File: config.mk
export PLATFORM = sky130hd
export DESIGN_NAME = irq_timer_ctrl
export DESIGN_NICKNAME = d
export VERILOG_FILES = /design/src/rtl/irq_timer_ctrl_pkg.sv /design/src/rtl/irq_prescale_timer.sv /design/src/rtl/irq_timer_ctrl.sv
export SDC_FILE = /design/constraint.sdc
export NUM_CORES = 1
export LEC_CHECK = 0
export CORE_ASPECT_RATIO = 0.9
export CORE_UTILIZATION = 45
export CTS_BUF_LIST = sky130_fd_sc_hd__clkbuf_8
export DETAILED_ROUTE_END_ITERATION = 7
export PLACE_DENSITY = 0.62
export SYNTH_ARGS = -nofsm -noshare
export SYNTH_HDL_FRONTEND = slang
export SYNTH_SLANG_ARGS = --single-unit
File: constraint.sdc
create_clock -name cpu_clk -period 3.3 [get_ports cpu_clk]
set_clock_uncertainty 0.15 [all_clocks]
set_input_delay 0.66 -clock cpu_clk [delete_from_list [all_inputs] [get_ports cpu_clk]]
set_output_delay 0.66 -clock cpu_clk [all_outputs]
set_load 0.1 [all_outputs]
File: src/rtl/irq_timer_ctrl_pkg.sv
// irq_timer_ctrl_pkg
//   Shared constants for the MC6809 interrupt controller / interval timer.
//   - Register indices inside the 8-byte CPU window (addr[2:0]).
//   - Bit positions inside the CTRL register.
//   - Number of cycles the external-source synchronizer needs after reset
//     before its edge history holds real samples.
package irq_timer_ctrl_pkg;

    localparam logic [2:0] REG_PEND   = 3'd0;
    localparam logic [2:0] REG_MASK   = 3'd1;
    localparam logic [2:0] REG_ROUTE  = 3'd2;
    localparam logic [2:0] REG_CTRL   = 3'd3;
    localparam logic [2:0] REG_RLD_HI = 3'd4;
    localparam logic [2:0] REG_RLD_LO = 3'd5;
    localparam logic [2:0] REG_CNT_HI = 3'd6;
    localparam logic [2:0] REG_CNT_LO = 3'd7;

    localparam int CTRL_EN      = 0;
    localparam int CTRL_ONESHOT = 1;

    // sync1 -> sync2 -> hist takes three edges to fill with real samples
    localparam logic [1:0] SYNC_PRIMED = 2'd3;

endpackage

File: src/rtl/irq_prescale_timer.sv
// irq_prescale_timer
//   Prescaler plus 16-bit down counter with auto-reload and one-shot stop.
//   Ports:
//     clk, rst   clock, asynchronous active-high reset
//     en         timer run enable (CTRL.EN)
//     oneshot    CTRL.ONESHOT; raises stop together with expire
//     reload     16-bit reload value
//     load       CPU write to RLD_LO: count <= load_val, prescaler cleared
//     load_val   value loaded into count by load
//     hold       CPU write to CTRL: discards this edge's decrement/reload
//     count      live counter value
//     expire     1-cycle pulse: tick seen while count == 0
//     stop       expire in one-shot mode; owner of EN clears it
module irq_prescale_timer
    import irq_timer_ctrl_pkg::*;
#(
    parameter int PRESCALE = 40
) (
    input  logic        clk,
    input  logic        rst,
    input  logic        en,
    input  logic        oneshot,
    input  logic [15:0] reload,
    input  logic        load,
    input  logic [15:0] load_val,
    input  logic        hold,
    output logic [15:0] count,
    output logic        expire,
    output logic        stop
);

    localparam int            PW   = (PRESCALE > 1) ? $clog2(PRESCALE) : 1;
    localparam logic [PW-1:0] PMAX = PW'(PRESCALE - 1);

    logic [PW-1:0] presc;
    logic          tick;

    // With PRESCALE == 1 presc is stuck at 0 == PMAX and ticks every cycle.
    assign tick   = en && (presc == PMAX);
    assign expire = tick && (count == 16'd0);
    assign stop   = expire && oneshot;

    always_ff @(posedge clk or posedge rst) begin
        if (rst) begin
            presc <= '0;
        end else if (load || !en || tick) begin
            presc <= '0;
        end else begin
            presc <= presc + PW'(1);
        end
    end

    // A CPU load/CTRL write on a tick edge wins over the tick; expire is
    // still raised so the pending bit is not lost.
    always_ff @(posedge clk or posedge rst) begin
        if (rst) begin
            count <= 16'd0;
        end else if (load) begin
            count <= load_val;
        end else if (hold) begin
            count <= count;
        end else if (tick) begin
            count <= (count == 16'd0) ? reload : count - 16'd1;
        end
    end

endmodule

File: src/rtl/irq_timer_ctrl.sv
// irq_timer_ctrl
//   Memory-mapped interrupt controller and interval timer for the MC6809 bus.
//   Pending bit 0 is the timer, bits NSRC:1 are external rising-edge sources.
//   Each enabled pending bit is routed to IRQ (route=0) or FIRQ (route=1).
//   Ports:
//     cpu_clk, cpu_reset  clock, asynchronous active-high reset
//     cs_i, addr_i        window select and register index
//     oe_i, we_i          CPU read / write strobes
//     data_i, data_o      write data / combinational read data (0 unless cs&oe)
//     src_i               external interrupt lines, asynchronous to cpu_clk
//     irq_n_o, firq_n_o   registered active-low interrupt requests
module irq_timer_ctrl
    import irq_timer_ctrl_pkg::*;
#(
    parameter int NSRC     = 3,
    parameter int PRESCALE = 40
) (
    input  logic            cpu_clk,
    input  logic            cpu_reset,
    input  logic            cs_i,
    input  logic [2:0]      addr_i,
    input  logic            oe_i,
    input  logic            we_i,
    input  logic [7:0]      data_i,
    output logic [7:0]      data_o,
    input  logic [NSRC-1:0] src_i,
    output logic            irq_n_o,
    output logic            firq_n_o
);

    localparam int NB = NSRC + 1;

    logic            wr, rd;
    logic            wr_pend, wr_mask, wr_route, wr_ctrl, wr_rld_hi, wr_rld_lo;
    logic            rd_cnt_hi;

    logic [NB-1:0]   pending, mask, route;
    logic [NB-1:0]   pend_set, pend_clr;
    logic            en, oneshot;
    logic [15:0]     reload;
    logic [7:0]      shadow;
    logic [7:0]      rdata;

    logic [NSRC-1:0] sync1, sync2, hist, src_rise;
    logic [1:0]      prime;

    logic [15:0]     count;
    logic            expire, stop;

    assign wr = cs_i & we_i;
    assign rd = cs_i & oe_i;

    assign wr_pend   = wr && (addr_i == REG_PEND);
    assign wr_mask   = wr && (addr_i == REG_MASK);
    assign wr_route  = wr && (addr_i == REG_ROUTE);
    assign wr_ctrl   = wr && (addr_i == REG_CTRL);
    assign wr_rld_hi = wr && (addr_i == REG_RLD_HI);
    assign wr_rld_lo = wr && (addr_i == REG_RLD_LO);
    assign rd_cnt_hi = rd && (addr_i == REG_CNT_HI);

    // ------------------------------------------------------------------
    // External sources: two-flop synchronizer plus edge history.
    // After reset the chain holds zeros, which would make a line that is
    // already high look like a fresh rising edge.  Edge detection stays
    // off until the chain has been refilled from real samples, so only a
    // genuine low->high transition after that can raise a pending bit.
    // ------------------------------------------------------------------
    always_ff @(posedge cpu_clk or posedge cpu_reset) begin
        if (cpu_reset) begin
            sync1 <= '0;
            sync2 <= '0;
            hist  <= '0;
            prime <= 2'd0;
        end else begin
            sync1 <= src_i;
            sync2 <= sync1;
            hist  <= sync2;
            if (prime != SYNC_PRIMED) begin
                prime <= prime + 2'd1;
            end
        end
    end

    assign src_rise = (prime == SYNC_PRIMED) ? (sync2 & ~hist) : '0;

    // ------------------------------------------------------------------
    // Timer
    // ------------------------------------------------------------------
    irq_prescale_timer #(
        .PRESCALE (PRESCALE)
    ) u_timer (
        .clk      (cpu_clk),
        .rst      (cpu_reset),
        .en       (en),
        .oneshot  (oneshot),
        .reload   (reload),
        .load     (wr_rld_lo),
        .load_val ({reload[15:8], data_i}),
        .hold     (wr_ctrl),
        .count    (count),
        .expire   (expire),
        .stop     (stop)
    );

    // ------------------------------------------------------------------
    // Pending: hardware set beats software 1-to-clear in the same cycle.
    // ------------------------------------------------------------------
    always_comb begin
        pend_clr = '0;
        if (wr_pend) begin
            pend_clr = data_i[NB-1:0];
        end
        pend_set = {src_rise, expire};
    end

    always_ff @(posedge cpu_clk or posedge cpu_reset) begin
        if (cpu_reset) begin
            pending <= '0;
        end else begin
            pending <= (pending & ~pend_clr) | pend_set;
        end
    end

    // ------------------------------------------------------------------
    // CPU-visible control registers
    // ------------------------------------------------------------------
    always_ff @(posedge cpu_clk or posedge cpu_reset) begin
        if (cpu_reset) begin
            mask    <= '0;
            route   <= '0;
            en      <= 1'b0;
            oneshot <= 1'b0;
            reload  <= 16'd0;
            shadow  <= 8'd0;
        end else begin
            if (wr_mask) begin
                mask <= data_i[NB-1:0];
            end
            if (wr_route) begin
                route <= data_i[NB-1:0];
            end
            // A CTRL write on the expiry edge keeps the value written,
            // overriding the one-shot stop.
            if (wr_ctrl) begin
                en      <= data_i[CTRL_EN];
                oneshot <= data_i[CTRL_ONESHOT];
            end else if (stop) begin
                en <= 1'b0;
            end
            if (wr_rld_hi) begin
                reload[15:8] <= data_i;
            end
            if (wr_rld_lo) begin
                reload[7:0] <= data_i;
            end
            // Reading CNT_HI freezes the low byte so CNT_LO reads coherently.
            if (rd_cnt_hi) begin
                shadow <= count[7:0];
            end
        end
    end

    // ------------------------------------------------------------------
    // Interrupt outputs, registered one cycle behind pending/mask/route.
    // ------------------------------------------------------------------
    always_ff @(posedge cpu_clk or posedge cpu_reset) begin
        if (cpu_reset) begin
            irq_n_o  <= 1'b1;
            firq_n_o <= 1'b1;
        end else begin
            irq_n_o  <= ~|(pending & mask & ~route);
            firq_n_o <= ~|(pending & mask & route);
        end
    end

    // ------------------------------------------------------------------
    // Read mux
    // ------------------------------------------------------------------
    always_comb begin
        rdata = 8'h00;
        if (rd) begin
            case (addr_i)
                REG_PEND:   rdata = 8'(pending);
                REG_MASK:   rdata = 8'(mask);
                REG_ROUTE:  rdata = 8'(route);
                REG_CTRL: begin
                    rdata[CTRL_EN]      = en;
                    rdata[CTRL_ONESHOT] = oneshot;
                end
                REG_RLD_HI: rdata = reload[15:8];
                REG_RLD_LO: rdata = reload[7:0];
                REG_CNT_HI: rdata = count[15:8];
                REG_CNT_LO: rdata = shadow;
                default:    rdata = 8'h00;
            endcase
        end
    end

    assign data_o = rdata;

endmodule

==> results of run 1 <==
==> worst max path at each step <==
stage	endpoint	start	slack [ps]
global route	data_o[2]	addr_i[1]	120
floorplan	data_o[1]	addr_i[1]	-350
CTS	data_o[0]	addr_i[0]	70
global placement	data_o[7]	addr_i[0]	100
detailed placement	data_o[0]	addr_i[0]	80
finish	data_o[2]	addr_i[1]	150
==> power groups by stage <==
stage | logic (mW) | clock network, mW | registers, mW
2_1_floorplan | 0.331 | 0 | 1.21
3_3_place_gp | 0.529 | 0 | 1.18
3_5_place_dp | 0.539 | 0 | 1.18
4_1_cts | 0.541 | 0.639 | 1.17
5_1_grt | 0.581 | 0.674 | 1.19
6_report | 0.537 | 0.619 | 1.17
==> final cells by class <==
class                           instances  share of cell area (%)
Clock inverter                          7                   1.078
Clock buffer                            9                   2.736
Multi-Input combinational cell        255                   40.38
Sequential cell                        73                   40.41
Timing Repair Buffer                   46                   11.50
Tap cell                               99                   2.736
Inverter                               14                   1.161
==> cells by family (layout without fill, tap and decap cells) <==
family	Yosys count	count (layout)	share of synthesized area, %
AO/OA/AOI/OAI	66	66	12.48
multiplexers	38	38	12.98
adder cells (fa/ha/maj)	4	4	1.334
buffers and inverters	29	76	3.569
XOR/XNOR	8	8	1.868
flip-flops	73	73	48.77
AND/OR/NAND/NOR	139	139	19.01
==> metrics by stage <==
stage,hold WS (ps),TNS [ps],utilization (%),power [mW],std cells
detailed placement,191.0,0,53.91,1.723,487
global route,218.2,0,56.11,2.444,503
floorplan,181.2,-349.8,-,1.544,357
CTS,213.1,0,56.05,2.347,503
global placement,182.9,0,53.91,1.711,487
finish,211.2,0,56.11,2.325,503
==> cell usage after synthesis, types with 6 or more instances <==
cell,n,area share (%)
sky130_fd_sc_hd__a31oi_1,7,1.2
sky130_fd_sc_hd__inv_1,14,1.4
sky130_fd_sc_hd__nor3_1,6,0.80
sky130_fd_sc_hd__dfrtp_1,71,47
sky130_fd_sc_hd__nor2_1,23,2.3
sky130_fd_sc_hd__nand2_1,56,5.6
sky130_fd_sc_hd__mux2i_1,7,1.9
sky130_fd_sc_hd__a21oi_1,10,1.3
sky130_fd_sc_hd__mux2_2,25,7.5
sky130_fd_sc_hd__o21ai_0,10,1.3
sky130_fd_sc_hd__clkbuf_1,7,0.70
sky130_fd_sc_hd__o22ai_1,6,1.0
sky130_fd_sc_hd__nand3_1,15,2.0
sky130_fd_sc_hd__mux4_2,6,3.6
==> timing repair <==
action	4_1_cts	5_1_grt
setup endpoints to repair	0	3
gates resized for setup	0	2
hold buffers	0	0
==> worst max-delay path, stage by stage <==
cell and delay [ps]:
sky130_fd_sc_hd__clkdlybuf4s50_1 560, sky130_fd_sc_hd__buf_4 230, sky130_fd_sc_hd__mux4_2 510, sky130_fd_sc_hd__nand2_1 130
sky130_fd_sc_hd__a21oi_4 70, sky130_fd_sc_hd__buf_12 170
==> flip-flops by register name, summed over array words and instances, names as in the netlist, 4 cells and up <==
register       count
reload            16
route              4
u_timer.count     16
u_timer.presc      6
pending            4
mask               4
shadow             8
==> per-layer routing <==
layer,vias up,track usage [%]
met5,-,0
met1,1446,32.69
met2,78,37.32
met4,0,8.955
met3,12,4.423
li1,1375,-
==> metrics.log, run 1 <==
[metrics] buffers from clock root to sink, at most: 2
[metrics] CTS H-Tree Depth: 3
[metrics] First DRT Iteration DRCs: 184
[metrics] drt drc: 0
[metrics] global-route wire length before repair: 15.47 mm
[metrics] ant diodes: 0
[metrics] Reg area: 1829 sq um
[metrics] highest signal layer in the routed design: met4
[metrics] effective utilization at floorplan: 46.50%
[metrics] routed length per instance: 18.34 um
[metrics] highest ir drop seen on vdd: 0.0002821 V
[metrics] met2 WL post-DR: 4.281 mm
[metrics] first-pass detailed-route iteration total: 6
[metrics] via count: 2911
[metrics] all-layer global routing usage: 23.60%
[metrics] slew at the pin closest to its max-slew limit: 769.8 ps
[metrics] flop2flop setup slack: 790 ps
[metrics] RSZ-0062 raised after global routing: no
[metrics] path type of the worst min-delay path: flop to flop
[metrics] number of synthesized register bits: 73
[metrics] Post-synth EDFFs: 0
[metrics] max-slew headroom at the worst pin: 47.96%
[metrics] number of placement rows: 31
[metrics] commonest non-fill, non-tap cell in the layout: sky130_fd_sc_hd__dfrtp_1
[metrics] reg-to-reg critical path startpoint: u_timer.count[0]$_DFFE_PP0P_
[metrics] Avg Inst Size Synth: 10.51 sq um
[metrics] CTS Buf Count: 9
[metrics] max-slew violation total from the final report: 0
[metrics] largest net degree at the start of global routing: 46
[metrics] Critical R2R Capture: u_timer.count[12]$_DFFE_PP0P_
[metrics] part of the power in registers: 50.2%
[metrics] final design area excluding fillers: 4527 sq um
[metrics] most frequent cells in the layout: 71 x sky130_fd_sc_hd__dfrtp_1, 56 x sky130_fd_sc_hd__nand2_1, 25 x sky130_fd_sc_hd__mux2_2
[metrics] critical path class: input pin to primary output
[metrics] power density of the placed cells: 513.5 nW/um^2
[metrics] status: finished, final reports clean
[metrics] Die X: 98.24 um
[metrics] depth of the most critical reg-to-reg path: 8
[metrics] buffer type at the clock tree root: sky130_fd_sc_hd__clkbuf_8
[metrics] mapped cell area: 3751 sq um
[metrics] met3 wire length: 424 um
[metrics] via/cell ratio: 5.787
[metrics] fraction of final layout cells sized beyond drive strength 1: 24.50%
[metrics] synthesized netlist cell count: 357
[metrics] most used flip-flop cell after synthesis: sky130_fd_sc_hd__dfrtp_1
[metrics] Area Growth Syn to Fin: 20.68%
[metrics] I/O pin count: 29
[metrics] net switching power: 0.7728 mW
[metrics] DP Worst Slack: 80.51 ps
[metrics] total placed instance area: 4349 sq um
[metrics] antenna violations before repair: 0
[metrics] capturing element type of the critical path: primary output
[metrics] post-route setup slack: 152.7 ps
[metrics] Final Hold Vio Count: 0
[metrics] Max Cap Viol: 0
[metrics] required time reported for the critical path endpoint: 2490 ps
[metrics] proportion of power drawn by the clock network: 26.6%
[metrics] Total Die Area: 8706 sq um
[metrics] Num Clock Sinks: 73
[metrics] number of warnings reported in the yosys synthesis log: 0
[metrics] die span in y: 88.62 um
[metrics] final estimated routing congestion in global placement: 0.9025
[metrics] period utilisation layout: 95.37%
[metrics] number of distinct library cells after synthesis: 59
[metrics] fraction of the yosys area taken by sequential cells: 48.77%
[metrics] clock tree from TritonCTS: built
[metrics] PortBufs: 28
[metrics] via count of the first global-routing pass: 2915
[metrics] DRT antenna net count: 0
[metrics] Layout fillers: 709
[metrics] total wire length: 9.227 mm
[metrics] GRT Residual Overflow: 0
[metrics] final net count: 422
[metrics] maximum fanout along the worst path: 12
[metrics] floorplan core area: 8068 sq um
[metrics] HPWL reported at the end of detailed placement: 6.627 mm
[metrics] internal cell power: 1.552 mW
[metrics] kind of start point of the critical path: input pin
[metrics] Hold Crit Depth: 0
[metrics] combined area of the multi-input logic cells: 1828 sq um
[metrics] Hold Path Sink: sync2[0]$_DFF_PP0_
[metrics] setup-violating endpoint count in the final report: 0
[metrics] Leakage Power: 1.912 nW
[metrics] latest clock arrival within the worst-skew pair: 340 ps
[metrics] data arrival at the endpoint of the critical path: 2340 ps
[metrics] Final min period: 3147 ps
[metrics] proportion of register bits with asynchronous set or reset after synthesis: 100.0%
[metrics] post-CTS setup buffers: 0
[metrics] Max Fclk: 317.7 MHz
[metrics] total nets after synthesis: 380
[metrics] total routed wire length on the met1 layer: 4.348 mm
[metrics] hold_sp: sync1[0]$_DFF_PP0_
[metrics] Comb pwr share: 23.1%
[metrics] clock transition time at the flip-flop clock pins of the worst setup and hold paths: 80 ps
[metrics] switching share of total power: 33.24%
Power figures use the tool's default switching activity.
==> inputs of run 2 (changes only) <==
Settings changed: CORE_MARGIN set to 3.
==> run 2 against run 1 <==
Worst setup slack got worse by 38 ps. Register-to-register slack improved by 30 ps. Global-route usage decreased by 2.7 points. Sequential power about the same. Critical endpoint is now data_o[0]. Flip-flop and latch count unchanged. Sequential share of layout area decreased by 0.26 points. Via count increased by 1.8%. Critical path type unchanged.
==> metrics.log, run 2 (synthesized netlist as in run 1, its figures left out) <==
[metrics] ant diodes: 0 (unchanged)
[metrics] buffers from clock root to sink, at most: 2 (unchanged)
[metrics] fraction of final layout cells sized beyond drive strength 1: 24.94% (+0.43 points)
[metrics] registers with the most flip-flops: reload (16), u_timer.count (16), shadow (8)
[metrics] Leakage Power: 1.917 nW (+0.23%)
[metrics] post-route setup slack: 114.5 ps (-38.20 ps)
[metrics] DP Worst Slack: 85.34 ps (+4.833 ps)
[metrics] net switching power: 0.7688 mW (-0.52%)
[metrics] Area Growth Syn to Fin: 21.45%
[metrics] clock transition time at the flip-flop clock pins of the worst setup and hold paths: 80 ps (about the same)
[metrics] GRT Residual Overflow: 0 (unchanged)
[metrics] capturing element type of the critical path: primary output
[metrics] Hold Crit Depth: 0 (unchanged)
[metrics] HPWL reported at the end of detailed placement: 6.685 mm (+0.88%)
[metrics] die span in y: 92.62 um (+4.5%)
[metrics] max-slew violation total from the final report: 0 (unchanged)
[metrics] switching share of total power: 31.82% (-1.4 points)
[metrics] worst path bufs/invs: 4 (+1)
[metrics] critical path class: input pin to primary output
[metrics] data arrival at the endpoint of the critical path: 2380 ps (+40 ps)
[metrics] DRT antenna net count: 0 (unchanged)
[metrics] Max Fclk: 313.9 MHz (-1.2%)
[metrics] all-layer global routing usage: 20.89% (-2.7 points)
[metrics] setup-violating endpoint count in the final report: 0 (unchanged)
[metrics] status: finished, final reports clean
[metrics] PortBufs: 28 (unchanged)
[metrics] utilization of the core after routing: 58.35% (+2.2 points)
[metrics] I/O pin count: 29 (unchanged)
[metrics] max-slew headroom at the worst pin: 52.95% (+5.0 points)
[metrics] effective utilization at floorplan: 48.04% (+1.5 points)
[metrics] Comb pwr share: 22.2% (-0.9 points)
[metrics] slew at the pin closest to its max-slew limit: 695.9 ps (-73.88 ps)
[metrics] Final min period: 3185 ps (+38.21 ps)
[metrics] largest net degree at the start of global routing: 51 (+11%)
[metrics] path type of the worst min-delay path: flop to flop
[metrics] Final Hold Vio Count: 0 (unchanged)
[metrics] RSZ-0062 raised after global routing: no
[metrics] Num Clock Sinks: 73 (unchanged)
[metrics] global-route wire length before repair: 14.95 mm (-3.3%)
[metrics] highest-delay cell along the critical path: sky130_fd_sc_hd__clkdlybuf4s50_1
[metrics] Max Cap Viol: 0 (unchanged)
[metrics] buffer type at the clock tree root: sky130_fd_sc_hd__clkbuf_8
[metrics] via count of the first global-routing pass: 2800 (-3.9%)
[metrics] gate family responsible for the most delay along the worst path: buffers and inverters
[metrics] via/cell ratio: 5.912 (+2.2%)
[metrics] floorplan core area: 7807 sq um (-3.2%)
[metrics] CP max stage delay: 510 ps (-50 ps)
[metrics] start point of the critical path: addr_i[2]
[metrics] routed length per instance: 18.46 um (+0.63%)
[metrics] maximum fanout along the worst path: 15 (+3)
[metrics] via count: 2962 (+1.8%)
[metrics] hold_sp: sync1[2]$_DFF_PP0_
[metrics] logic depth of the worst setup path including buffers: 8 (+2)
[metrics] clock tree from TritonCTS: built
[metrics] post-CTS setup buffers: 0 (unchanged)
[metrics] highest ir drop seen on vdd: 0.0002638 V (-6.5%)
[metrics] depth of the most critical reg-to-reg path: 8 (unchanged)
[metrics] final estimated routing congestion in global placement: 0.8257 (-8.5%)
[metrics] first-pass detailed-route iteration total: 4 (-2)
[metrics] required time reported for the critical path endpoint: 2490 ps (about the same)
[metrics] antenna violations before repair: 0 (unchanged)
[metrics] power density of the placed cells: 530.4 nW/um^2 (+3.3%)
[metrics] commonest non-fill, non-tap cell in the layout: sky130_fd_sc_hd__dfrtp_1
[metrics] drt drc: 0 (unchanged)
[metrics] part of the power in registers: 48.6% (-1.6 points)
[metrics] CTS H-Tree Depth: 3 (unchanged)
[metrics] number of placement rows: 30 (-3.2%)
[metrics] latest clock arrival within the worst-skew pair: 340 ps (about the same)
[metrics] period utilisation layout: 96.53% (+1.2 points)
[metrics] Die X: 102.2 um (+4.1%)
[metrics] CTS Buf Count: 9 (unchanged)
[metrics] proportion of power drawn by the clock network: 29.2% (+2.6 points)
[metrics] reg-to-reg critical path startpoint: u_timer.count[0]$_DFFE_PP0P_
[metrics] Layout fillers: 671 (-5.4%)
[metrics] final net count: 423 (+0.24%)
[metrics] internal cell power: 1.647 mW (+6.2%)
[metrics] Critical Path, Cell by Cell: clkdlybuf4s50_1 > buf_12 > inv_1 > nand2_1 > a221oi_1 > a221oi_2 > nor3_4 > buf_12
[metrics] First DRT Iteration DRCs: 177 (-3.8%)
[metrics] total wire length: 9.248 mm (+0.23%)
[metrics] most frequent cells in the layout: 71 x sky130_fd_sc_hd__dfrtp_1, 56 x sky130_fd_sc_hd__nand2_1, 25 x sky130_fd_sc_hd__mux2_2
[metrics] most prevalent standard cell on the critical path: sky130_fd_sc_hd__buf_12
[metrics] kind of start point of the critical path: input pin
[metrics] Total Die Area: 9469 sq um (+8.8%)
[run 2: cell count changes in the layout (fill, tap and decap cells not counted)]
cell / before / now
sky130_fd_sc_hd__dlymetal6s2s_1: 2 / 0
sky130_fd_sc_hd__clkbuf_8: 9 / 10
sky130_fd_sc_hd__clkinv_2: 1 / 2
sky130_fd_sc_hd__clkinv_4: 2 / 0
sky130_fd_sc_hd__clkinvlp_4: 3 / 2
sky130_fd_sc_hd__buf_4: 18 / 19
sky130_fd_sc_hd__a221oi_2: 0 / 1
sky130_fd_sc_hd__clkdlybuf4s50_1: 16 / 18
sky130_fd_sc_hd__a221oi_1: 2 / 1
sky130_fd_sc_hd__bufinv_16: 0 / 1
[run 2: through the flow]
stage	power [mW]	setup TNS (ps)	std cells	hold slack, ps	cell area (sq um)
2_1_floorplan	1.544	-349.8	357	181.2	3791
3_3_place_gp	1.712	0	485	182.9	4353
3_5_place_dp	1.722	0	485	194.2	4353
4_1_cts	2.432	0	501	215.2	4549
5_1_grt	2.537	0	501	218.4	4556
6_report	2.416	0	501	211.8	4556
[run 2: power groups by stage]
stage	Clock [mW]	Sequential (mW)	Combinational (mW)
after floorplan	0	1.21	0.331
after global placement	0	1.18	0.528
after detailed placement	0	1.19	0.536
after CTS	0.722	1.17	0.537
after global routing	0.758	1.19	0.585
final	0.707	1.17	0.536
[run 2: routing by layer]
metal	GRT usage, %	wire length (um)	up-vias
li1	-	-	1383
met1	31.19	4513	1466
met2	29.22	3951	93
met3	5.120	559	20
met4	7.541	223	0
met5	0	0	-
[run 2: worst paths after layout]
| kind | to | slack, ps |
|---|---|---|
| worst max-delay path | data_o[0] | 110 |
| worst min-delay path | sync2[2]$_DFF_PP0_ | 210 |
| worst max register to register | u_timer.count[12]$_DFFE_PP0P_ | 820 |
| worst min register to register | sync2[2]$_DFF_PP0_ | 210 |
| max in group asynchronous | irq_n_o$_DFF_PP1_ | 1760 |
| min in group asynchronous | reload[6]$_DFFE_PP0P_ | 530 |
[run 2: repair_timing]
| action | CTS | global route |
|---|---|---|
| hold buffers | 0 | 0 |
| resized for setup | 0 | 1 |
| setup endpoints to repair | 0 | 1 |
[run 2: area by class of cell]
cell class                 instances  area (sq um)  area share [%]
clock inverter                     6         58.81           1.291
sequential                        73          1829           40.15
multi-input combinational        255          1834           40.26
timing repair buffer              47         523.0           11.48
tap                               96         120.1           2.637
clock buffer                      10         137.6           3.021
inverter                          14         52.55           1.154
==> inputs of run 3 (changes only) <==
Settings changed: CORE_UTILIZATION 45 to 50, CTS_BUF_LIST sky130_fd_sc_hd__clkbuf_8 to not set, PLACE_DENSITY 0.62 to 0.68.
==> run 3 against run 2 <==
Via count is 0.88% higher. Wire length fell by 0.29%. Clock power down 12%. Sequential share of layout area grew 0.26 points. Global-route usage grew 2.0 points. Critical endpoint is now data_o[3]. Core utilization grew 4.7 points. Final cell count shrank 1.0%. Fmax is 1.3% higher.
==> metrics.log, run 3 (synthesized netlist as in run 1, its figures left out) <==
[metrics] Layout fillers: 604 (-10%)
[metrics] highest ir drop seen on vdd: 0.0003223 V (+22%)
[metrics] Die X: 97.30 um (-4.8%)
[metrics] path type of the worst min-delay path: flop to flop
[metrics] critical path class: input pin to primary output
[metrics] depth of the most critical reg-to-reg path: 8 (unchanged)
[metrics] I/O pin count: 29 (unchanged)
[metrics] effective utilization at floorplan: 52.21% (+4.2 points)
[metrics] hold_sp: sync1[2]$_DFF_PP0_
[metrics] data arrival at the endpoint of the critical path: 2330 ps (-50 ps)
[metrics] Area Growth Syn to Fin: 20.68%
[metrics] clock tree from TritonCTS: built
[metrics] reg-to-reg critical path startpoint: u_timer.count[0]$_DFFE_PP0P_
[metrics] via/cell ratio: 6.024 (+1.9%)
[metrics] slew at the pin closest to its max-slew limit: 765.7 ps (+69.87 ps)
[metrics] status: finished, final reports clean
[metrics] antenna violations before repair: 0 (unchanged)
[metrics] registers with the most flip-flops: reload (16), u_timer.count (16), shadow (8)
[metrics] highest-delay cell along the critical path: sky130_fd_sc_hd__clkdlybuf4s50_1
[metrics] largest net degree at the start of global routing: 44 (-14%)
[metrics] global-route wire length before repair: 15.32 mm (+2.5%)
[metrics] all-layer global routing usage: 22.87% (+2.0 points)
[metrics] max-slew headroom at the worst pin: 48.61% (-4.3 points)
[metrics] switching share of total power: 32.58% (+0.77 points)
[metrics] worst path bufs/invs: 3 (-1)
[metrics] maximum fanout along the worst path: 23 (+8)
[metrics] buffer type at the clock tree root: sky130_fd_sc_hd__clkbuf_8
[metrics] most frequent cells in the layout: 71 x sky130_fd_sc_hd__dfrtp_1, 56 x sky130_fd_sc_hd__nand2_1, 25 x sky130_fd_sc_hd__mux2_2
[metrics] number of placement rows: 29 (-3.3%)
[metrics] final standard cell count with taps included and fillers excluded: 496 (-1.0%)
[metrics] post-layout power: 2.329 mW (-3.6%)
[metrics] gate family responsible for the most delay along the worst path: buffers and inverters
[metrics] Critical Path, Cell by Cell: clkdlybuf4s50_1 > buf_12 > mux4_2 > o21ai_0 > nor2_2 > buf_12
[metrics] Max Fclk: 318.0 MHz (+1.3%)
[metrics] utilization of the core after routing: 63.01% (+4.7 points)
[metrics] via count of the first global-routing pass: 2939 (+5.0%)
[metrics] Fin Hold WS: 205.3 ps (-6.524 ps)
[metrics] Hold Path Sink: sync2[2]$_DFF_PP0_
[metrics] post-CTS setup buffers: 0 (unchanged)
[metrics] Final Hold Vio Count: 0 (unchanged)
[metrics] first-pass detailed-route iteration total: 5 (+1)
[metrics] Critical R2R Capture: u_timer.count[12]$_DFFE_PP0P_
[metrics] clock transition time at the flip-flop clock pins of the worst setup and hold paths: 80 ps (about the same)
[metrics] final net count: 422 (-0.24%)
[metrics] Cells after DPL: 481 (-0.82%)
[metrics] DRT antenna net count: 0 (unchanged)
[metrics] met2 WL post-DR: 4.237 mm (+7.2%)
[metrics] Hold Crit Depth: 0 (unchanged)
[metrics] via count: 2988 (+0.88%)
[metrics] Num Clock Sinks: 73 (unchanged)
[metrics] Comb pwr share: 23.2% (+1.0 points)
[metrics] setup-violating endpoint count in the final report: 0 (unchanged)
[metrics] floorplan core area: 7184 sq um (-8.0%)
[metrics] total placed instance area: 4354 sq um (about the same)
[metrics] logic depth of the worst setup path including buffers: 6 (-2)
[metrics] proportion of power drawn by the clock network: 26.7% (-2.5 points)
[metrics] CTS H-Tree Depth: 3 (unchanged)
[metrics] most prevalent standard cell on the critical path: sky130_fd_sc_hd__buf_12
[metrics] latest clock arrival within the worst-skew pair: 340 ps (about the same)
[metrics] RSZ-0062 raised after global routing: no
[metrics] total routed wire length on the met1 layer: 4.340 mm (-3.8%)
[metrics] kind of start point of the critical path: input pin
[metrics] commonest non-fill, non-tap cell in the layout: sky130_fd_sc_hd__dfrtp_1
[metrics] First DRT Iteration DRCs: 232 (+31%)
[metrics] ant diodes: 0 (unchanged)
[metrics] final design area excluding fillers: 4527 sq um (-0.63%)
[metrics] HPWL reported at the end of detailed placement: 6.551 mm (-2.0%)
[metrics] CTS Buf Count: 9 (unchanged)
[metrics] fraction of final layout cells sized beyond drive strength 1: 24.57% (-0.37 points)
[metrics] Final min period: 3145 ps (-40.66 ps)
[metrics] die span in y: 88.17 um (-4.8%)
[metrics] buffers from clock root to sink, at most: 2 (unchanged)
[metrics] max-slew violation total from the final report: 0 (unchanged)
[metrics] flop2flop setup slack: 800 ps (-20 ps)
[metrics] PortBufs: 28 (unchanged)
[metrics] net switching power: 0.7589 mW (-1.3%)
[metrics] total wire length: 9.221 mm (-0.29%)
[metrics] GRT Residual Overflow: 0 (unchanged)
[metrics] power density of the placed cells: 514.5 nW/um^2 (-3.0%)
[metrics] Max Cap Viol: 0 (unchanged)
[metrics] Total Die Area: 8579 sq um (-9.4%)
[metrics] highest signal layer in the routed design: met4
[metrics] capturing element type of the critical path: primary output
[metrics] internal cell power: 1.570 mW (-4.7%)
[metrics] drt drc: 0 (unchanged)
[metrics] Leakage Power: 1.903 nW (-0.73%)
[metrics] part of the power in registers: 50.1% (+1.5 points)
[metrics] CP max stage delay: 510 ps (about the same)
[metrics] required time reported for the critical path endpoint: 2490 ps (about the same)
[metrics] met3 wire length: 509 um (-8.9%)
[metrics] period utilisation layout: 95.30% (-1.2 points)
[metrics] final estimated routing congestion in global placement: 0.9258 (+12%)
[metrics] routed length per instance: 18.59 um (+0.71%)
==> run 3: cell count changes in the layout (fill, tap and decap cells not counted) <==
cell,previous run,this run
sky130_fd_sc_hd__buf_12,10,11
sky130_fd_sc_hd__clkinvlp_4,2,3
sky130_fd_sc_hd__dlymetal6s2s_1,0,1
sky130_fd_sc_hd__bufinv_16,1,0
sky130_fd_sc_hd__clkdlybuf4s50_1,18,17
sky130_fd_sc_hd__buf_4,19,17
sky130_fd_sc_hd__a221oi_1,1,2
sky130_fd_sc_hd__a221oi_2,1,0
sky130_fd_sc_hd__inv_1,14,13
==> run 3: per-stage QoR <==
step	setup WS [ps]	setup TNS, ps
final	155.2	0
after global routing	115.6	0
after CTS	79.18	0
after detailed placement	72.74	0
after global placement	102.1	0
after floorplan	-349.8	-349.8
==> run 3: area by class of cell <==
| type | count | area (sq um) | share of cell area, % |
|---|---|---|---|
| well taps | 93 | 116.4 | 2.570 |
| clock inverters | 5 | 32.53 | 0.7186 |
| inverters | 14 | 52.55 | 1.161 |
| repair buffers | 46 | 530.5 | 11.72 |
| clock buffers | 10 | 137.6 | 3.040 |
| flip-flops and latches | 73 | 1829 | 40.41 |
| multi-input cells | 255 | 1828 | 40.38 |
==> run 3: what timing repair did <==
item | CTS | global route
hold buffers | 0 | 0
resized for setup | 0 | 1
endpoints found under the setup margin | 0 | 1
==> run 3: worst max path at each step <==
stage | startpoint | endpoint
2_1_floorplan | addr_i[1] | data_o[1]
4_1_cts | addr_i[2] | data_o[0]
3_3_place_gp | addr_i[2] | data_o[0]
3_5_place_dp | addr_i[2] | data_o[0]
5_1_grt | addr_i[1] | data_o[0]
6_report | addr_i[0] | data_o[3]
==> run 3: power by group through the flow <==
stage / logic [mW] / clock network (mW) / registers, mW
finish: 0.541 / 0.621 / 1.17
global route: 0.585 / 0.670 / 1.19
CTS: 0.542 / 0.636 / 1.16
detailed placement: 0.539 / 0 / 1.18
global placement: 0.529 / 0 / 1.18
floorplan: 0.331 / 0 / 1.21
==> run 3: per-layer routing <==
layer,up-vias,GRT usage (%)
li1,1374,-
met1,1498,31.94
met2,107,36.47
met3,9,4.697
met4,0,7.170
met5,-,0
